## src/rtl/button_gesture_decoder_pkg.sv

```systemverilog
`default_nettype none
// ============================================================================
// Module      : button_gesture_decoder_pkg
// Description : Shared definitions for the button gesture decoder. Holds the
//               FSM state encoding, the default 25 MHz timing constants and
//               reduced timing values for fast simulation.
// Revision    : 1.0 - initial release
// ============================================================================
package button_gesture_decoder_pkg;

  // FSM state encoding (3-bit)
  typedef enum logic [2:0] {
    ST_IDLE      = 3'd0,
    ST_PRESS1    = 3'd1,
    ST_LONG_HELD = 3'd2,
    ST_WAIT_GAP  = 3'd3,
    ST_PRESS2    = 3'd4
  } state_e;

  // Defaults for a 25 MHz board clock: 0.5 s long press, 0.2 s double gap
  localparam int c_DEF_LONG_CYCLES = 12500000;
  localparam int c_DEF_GAP_CYCLES  = 5000000;
  localparam int c_DEF_CNT_WIDTH   = 24;

  // Reduced values for simulation
  localparam int c_SIM_LONG_CYCLES = 8;
  localparam int c_SIM_GAP_CYCLES  = 4;
  localparam int c_SIM_CNT_WIDTH   = 4;

endpackage : button_gesture_decoder_pkg
`default_nettype wire

```

## src/rtl/button_gesture_decoder_timer.sv

```systemverilog
`default_nettype none
// ============================================================================
// Module      : gesture_timer
// Description : Gesture duration counter. Synchronous clear has priority
//               over enable; the counter holds when not enabled. Provides
//               terminal-count flags for the long-press and gap windows.
// Ports       : i_Clk      - clock
//               i_Rst      - synchronous active-high reset
//               i_Clr      - synchronous clear (state transition)
//               i_En       - count enable (timed state held)
//               o_Long_Tc  - count == LONG_CYCLES-1
//               o_Gap_Tc   - count == GAP_CYCLES-1
// Revision    : 1.0 - initial release
// ============================================================================
module gesture_timer
  import button_gesture_decoder_pkg::*;
#(
  parameter int CNT_WIDTH   = c_DEF_CNT_WIDTH,
  parameter int LONG_CYCLES = c_DEF_LONG_CYCLES,
  parameter int GAP_CYCLES  = c_DEF_GAP_CYCLES
) (
  input  logic i_Clk,
  input  logic i_Rst,
  input  logic i_Clr,
  input  logic i_En,
  output logic o_Long_Tc,
  output logic o_Gap_Tc
);

  localparam logic [CNT_WIDTH-1:0] c_LONG_TC = CNT_WIDTH'(LONG_CYCLES - 1);
  localparam logic [CNT_WIDTH-1:0] c_GAP_TC  = CNT_WIDTH'(GAP_CYCLES - 1);

  logic [CNT_WIDTH-1:0] count_q;

  always_ff @(posedge i_Clk) begin
    if (i_Rst || i_Clr) begin
      count_q <= '0;
    end else if (i_En) begin
      count_q <= count_q + 1'b1;
    end
  end

  assign o_Long_Tc = (count_q == c_LONG_TC);
  assign o_Gap_Tc  = (count_q == c_GAP_TC);

endmodule : gesture_timer
`default_nettype wire

```

## src/rtl/button_gesture_decoder.sv

```systemverilog
`default_nettype none
// ============================================================================
// Module      : button_gesture_decoder
// Description : Classifies debounced switch presses as short press, long
//               press or double click and emits a one-cycle pulse for each.
// Ports       : i_Clk          - system clock
//               i_Rst          - synchronous active-high reset
//               i_Switch       - debounced switch level, 1 = pressed
//               o_Short_Pulse  - single short press completed
//               o_Long_Pulse   - press held LONG_CYCLES
//               o_Double_Pulse - double click completed
//               o_Pressed      - registered copy of i_Switch
//               o_Busy         - high whenever the FSM is not idle
// Revision    : 1.0 - initial release
// ============================================================================
module button_gesture_decoder
  import button_gesture_decoder_pkg::*;
#(
  parameter int LONG_CYCLES = c_DEF_LONG_CYCLES,
  parameter int GAP_CYCLES  = c_DEF_GAP_CYCLES,
  parameter int CNT_WIDTH   = c_DEF_CNT_WIDTH
) (
  input  logic i_Clk,
  input  logic i_Rst,
  input  logic i_Switch,
  output logic o_Short_Pulse,
  output logic o_Long_Pulse,
  output logic o_Double_Pulse,
  output logic o_Pressed,
  output logic o_Busy
);

  state_e state_q, state_d;
  logic   long_d, short_d, double_d;
  logic   timer_en, timer_clr;
  logic   long_tc, gap_tc;

  gesture_timer #(
    .CNT_WIDTH   (CNT_WIDTH),
    .LONG_CYCLES (LONG_CYCLES),
    .GAP_CYCLES  (GAP_CYCLES)
  ) u_timer (
    .i_Clk     (i_Clk),
    .i_Rst     (i_Rst),
    .i_Clr     (timer_clr),
    .i_En      (timer_en),
    .o_Long_Tc (long_tc),
    .o_Gap_Tc  (gap_tc)
  );

  // Next-state and pulse decode. Only PRESS1 and WAIT_GAP are timed, so the
  // counter is frozen elsewhere and can never wrap.
  always_comb begin
    state_d  = state_q;
    long_d   = 1'b0;
    short_d  = 1'b0;
    double_d = 1'b0;
    timer_en = 1'b0;
    case (state_q)
      ST_IDLE: begin
        if (i_Switch) state_d = ST_PRESS1;
      end
      ST_PRESS1: begin
        timer_en = 1'b1;
        if (!i_Switch) begin
          state_d = ST_WAIT_GAP;
        end else if (long_tc) begin
          state_d = ST_LONG_HELD;
          long_d  = 1'b1;
        end
      end
      ST_LONG_HELD: begin
        if (!i_Switch) state_d = ST_IDLE;
      end
      ST_WAIT_GAP: begin
        timer_en = 1'b1;
        // A second press beats the gap terminal count on the same edge
        if (i_Switch) begin
          state_d = ST_PRESS2;
        end else if (gap_tc) begin
          state_d = ST_IDLE;
          short_d = 1'b1;
        end
      end
      ST_PRESS2: begin
        if (!i_Switch) begin
          state_d  = ST_IDLE;
          double_d = 1'b1;
        end
      end
      default: state_d = ST_IDLE;
    endcase
  end

  // Every state change restarts the timer from zero
  assign timer_clr = (state_d != state_q);

  always_ff @(posedge i_Clk) begin
    if (i_Rst) begin
      state_q        <= ST_IDLE;
      o_Short_Pulse  <= 1'b0;
      o_Long_Pulse   <= 1'b0;
      o_Double_Pulse <= 1'b0;
      o_Pressed      <= 1'b0;
      o_Busy         <= 1'b0;
    end else begin
      state_q        <= state_d;
      o_Short_Pulse  <= short_d;
      o_Long_Pulse   <= long_d;
      o_Double_Pulse <= double_d;
      o_Pressed      <= i_Switch;
      o_Busy         <= (state_d != ST_IDLE);
    end
  end

endmodule : button_gesture_decoder
`default_nettype wire

```

## config.mk

```make
export PLATFORM = sky130hd
export DESIGN_NAME = button_gesture_decoder
export DESIGN_NICKNAME = d
export VERILOG_FILES = /design/src/rtl/button_gesture_decoder_pkg.sv /design/src/rtl/button_gesture_decoder_timer.sv /design/src/rtl/button_gesture_decoder.sv
export SDC_FILE = /design/constraint.sdc
export NUM_CORES = 1
export LEC_CHECK = 0
export ABC_AREA = 1
export BUFFER_PORTS_ARGS = -buffer_cell sky130_fd_sc_hd__buf_2
export CORE_MARGIN = 8
export CORE_UTILIZATION = 30
export CTS_CLUSTER_SIZE = 14
export DETAILED_ROUTE_END_ITERATION = 7
export GPL_ROUTABILITY_DRIVEN = 0
export PLACE_DENSITY = 0.51
export SKIP_CTS_REPAIR_TIMING = 1
export SYNTH_ARGS = -nofsm -noshare
export SYNTH_HDL_FRONTEND = slang
export SYNTH_SLANG_ARGS = --single-unit
```

## constraint.sdc

```tcl
create_clock -name i_Clk -period 2.13 [get_ports i_Clk]
set_clock_uncertainty 0.15 [all_clocks]
set_input_delay 0 -clock i_Clk [delete_from_list [all_inputs] [get_ports i_Clk]]
set_output_delay 0 -clock i_Clk [all_outputs]
set_load 0.01 [all_outputs]
```

==> metrics.sh <==
STATUS='finished clean'
NUM_ROWS=28
YS_TOP_CELLS_BY_AREA='sky130_fd_sc_hd__dfxtp_1, sky130_fd_sc_hd__nor2_1, sky130_fd_sc_hd__xor2_1'
SYN-CELL-AREA_UM2=1770
ROUTE.DETAILED.WL_PER_INST_UM=12.2
SYNTH_ENABLE_FLOP_CELLS=0
FINALCOREUTILIZATION_PCT=35.6
PORT_BUFFERS=7
STD_CELL_CORE_AREA_UM2=5820
YOSYS-TOP-CELLS-COUNT='sky130_fd_sc_hd__nor2_1, sky130_fd_sc_hd__nand2_1, sky130_fd_sc_hd__dfxtp_1'
SYNTH-SEQ-AREA-SHARE_PCT=36.2
DRT-VIAS-PER-INSTANCE=4.50
DR.PASS1.ITERS=4
CLOCK_ROOT_BUFFER='sky130_fd_sc_hd__clkbuf_8'
POWER_LEAKAGE_nW=0.790
TIMING.CRITICAL_PATH.TO='u_timer.count_q[18]$_SDFFE_PP0P_'
SYNTH_AREA_LEADER_CELL='sky130_fd_sc_hd__dfxtp_1'
INITIAL_ANTENNA_VIOLATION_COUNT=0
TIMING.RR.END='u_timer.count_q[18]$_SDFFE_PP0P_'
POSTROUTEANTENNANETS=0
CRITPATHMAXFANOUT=12
RELSLEWSLACK_PCT=70.7
VDD_DROP_MAX_uV=270
TIMING.FINAL.HOLD_VIOLATIONS=0
SEQ_AREA_UM2=641
INITIAL_UTILIZATION_PCT=30.4
GR-USAGE-ALL-LAYERS_PCT=10.2
FINALWIRELENGTH_UM=4210
GRT_START_MAX_NET_PINS=25
R2R_SLACK_NS=0.21
FINAL_PERIOD_MINUS_WORST_SETUP_SLACK_NS=1.92
NETLIST_INSTANCES=248
REPORT.FINAL.SLEW_VIOL_COUNT=0
GRT_PASS1_WL_UM=7130
HP-CLASS='in -> reg'
FINAL_MIN_PERIOD_OVER_CLOCK_PERIOD_PCT=90.2
DETAILEDROUTE.FIRSTITERATIONVIOLATIONS=82
SYNTH-WARNING-COUNT=0
MAX_FREQ_MHz=521
MAX-CLOCK-PATH-BUFFERS=2
NUMBER_OF_GLOBAL_ROUTE_VIAS_BEFORE_REPAIR=1518
IO_PINS=8
HOLD_PATH_DEPTH=3
SYNTH.FF_LATCH_COUNT=32
REMAINING_DRC_ERRORS=0
ANTENNA_CELLS_INSERTED=0
CP_DATA_ARRIVAL_TIME_NS=1.99
SETUP_TNS_NS=0
PORTION_OF_SYNTHESIZED_CELL_AREA_OCCUPIED_BY_THE_LEADING_CELL_TYPE_PCT=36.2
PATH_CLASS='reg -> reg'
LEAST_SETUP_SLACK_ACROSS_ALL_PATHS_AFTER_LAYOUT_NS=0.209
FILLERS=656
ENDPOINT_CLASS_OF_THE_CRITICAL_PATH='register'
FINALNETCOUNT=272
TRITONCTS_CLOCK_TREE='done'
TOTAL_AREA_OF_MULTI_INPUT_COMBINATIONAL_CELLS_UM2=1020
R2R_CELLS=9
SYNTHDISTINCTLIBCELLS=30
CTS_SINKS=32
VIA_COUNT=1549
TRITONCTS.NUM_BUFFERS=5
SYNTHARSTFLOPSHARE_PCT=0
GRT_SETUP_UNREPAIRED='false'
PROPORTION_OF_LAYOUT_CELLS_WITH_A_DRIVE_SUFFIX_ABOVE_1_PCT=16.7
FLOORPLAN.DIE.HEIGHT_UM=92.8
PRE_CTS_WS_NS=0.152
SYN_AREA_PER_CELL_UM2=7.13
CTS_HTREE_LEVELS=2
MAXCAPVIOLCOUNT=0
DPL.HPWL_UM=2980
CP.REQUIRED_NS=2.19
TOTALPOWERFINAL_mW=1.21
WORSTMARGINPINSLEW_NS=0.436
SYNTH_MOST_COMMON_CELL='sky130_fd_sc_hd__nor2_1'
REG2REG_FROM='state_q[2]$_SDFF_PP0_'
SYN_NETS=252
YS_DOMINANT_REG_CELL='sky130_fd_sc_hd__dfxtp_1'
CLK_PIN_SLEW_NS=0.07
DIE_W_UM=92.8
WORSTSKEWPAIRLATENCY_NS=0.29
AREA.GROWTH.SYNTH_TO_FINAL_PCT=17.2
FLOORPLAN.DIE_AREA_UM2=8610
TOTAL_GLOBAL_ROUTING_OVERFLOW=0
START_KIND='register'
CELLPOWERDENSITY_nW_PER_UM2=586
CP-STARTPOINT='state_q[2]$_SDFF_PP0_'
SETUP_VIOL=0
## cell families after synthesis
family / count (synthesis) / synth area share, %
buffers and inverters: 35 / 8.42
AND/OR/NAND/NOR: 148 / 39.5
XOR/XNOR: 22 / 10.9
flip-flops: 32 / 36.2
AO/OA/AOI/OAI: 9 / 3.68
adder cells (fa/ha/maj): 1 / 0.707
multiplexers: 1 / 0.566
## through the flow
| stage | cell area [um^2] | cells | hold WS, ns |
|---|---|---|---|
| floorplan | 1770 | 248 | -0.0739 |
| global placement | 1910 | 332 | 0.120 |
| detailed placement | 1910 | 332 | 0.116 |
| CTS | 2000 | 340 | -0.186 |
| global route | 2070 | 344 | 0.412 |
| finish | 2070 | 344 | 0.366 |
## layer usage
metal  GRT usage, %  vias up  routed length [um]
met5              0        -                   0
met4           5.10        0                  60
met3           2.27        5                 179
met2           16.3       29                1980
met1           12.7      699                1990
li1               -      816                   -
## sequential cells by signal, summed over array words and instances, names as in the netlist
register	count
u_timer.count_q	24
state_q	3
o_Busy	1
o_Double_Pulse	1
o_Long_Pulse	1
o_Pressed	1
o_Short_Pulse	1
## layout make-up
class	instances	share of cell area, %
well taps	75	4.53
repair buffers	15	4.95
inverters	32	5.91
clock buffers	6	3.98
clock inverters	2	0.483
multi-input cells	182	49.2
flip-flops and latches	32	30.9
## worst min path at each step
stage,startpoint,end,slack (ns)
finish,i_Switch,o_Short_Pulse$_SDFF_PP0_,0.37
global route,i_Switch,o_Short_Pulse$_SDFF_PP0_,0.41
CTS,i_Switch,o_Short_Pulse$_SDFF_PP0_,-0.19
detailed placement,i_Switch,o_Short_Pulse$_SDFF_PP0_,0.12
global placement,i_Switch,o_Short_Pulse$_SDFF_PP0_,0.12
floorplan,i_Switch,o_Short_Pulse$_SDFF_PP0_,-0.07
## cell usage in the layout (no fill, tap or decap), types with 3 or more instances in the layout
cell | synthesis | routed
sky130_fd_sc_hd__nand2_1 | 42 | 41
sky130_fd_sc_hd__buf_4 | 0 | 5
sky130_fd_sc_hd__nor2_4 | 3 | 3
sky130_fd_sc_hd__inv_1 | 30 | 30
sky130_fd_sc_hd__clkbuf_8 | 0 | 6
sky130_fd_sc_hd__nor2_2 | 3 | 4
sky130_fd_sc_hd__nor4_1 | 3 | 3
sky130_fd_sc_hd__dlygate4sd3_1 | 0 | 3
sky130_fd_sc_hd__xnor2_1 | 3 | 3
sky130_fd_sc_hd__nor3_1 | 6 | 6
sky130_fd_sc_hd__xor2_1 | 19 | 19
sky130_fd_sc_hd__nand3_1 | 12 | 11
sky130_fd_sc_hd__nand2_2 | 5 | 6
sky130_fd_sc_hd__buf_2 | 0 | 7
sky130_fd_sc_hd__nor2_1 | 59 | 58
sky130_fd_sc_hd__dfxtp_1 | 32 | 32
sky130_fd_sc_hd__nand4_1 | 8 | 8
sky130_fd_sc_hd__a21oi_1 | 5 | 4
## report_power, final
group | leakage [nW] | switching [mW] | internal [mW]
combinational | 0.480 | 0.0771 | 0.0341
sequential | 0.259 | 0.00801 | 0.607
clock | 0.0510 | 0.231 | 0.258
## worst max-delay path, stage by stage (launching register included)
cell,delay [ns]
sky130_fd_sc_hd__dfxtp_1,0.33
sky130_fd_sc_hd__inv_1,0.13
sky130_fd_sc_hd__nand2_4,0.10
sky130_fd_sc_hd__inv_4,0.12
sky130_fd_sc_hd__nand2_4,0.08
sky130_fd_sc_hd__a21oi_4,0.14
sky130_fd_sc_hd__nor2_1,0.09
sky130_fd_sc_hd__nor3_4,0.27
sky130_fd_sc_hd__nand4_4,0.27
sky130_fd_sc_hd__nor2_1,0.17
No activity file was read; power rests on OpenSTA's default activity.
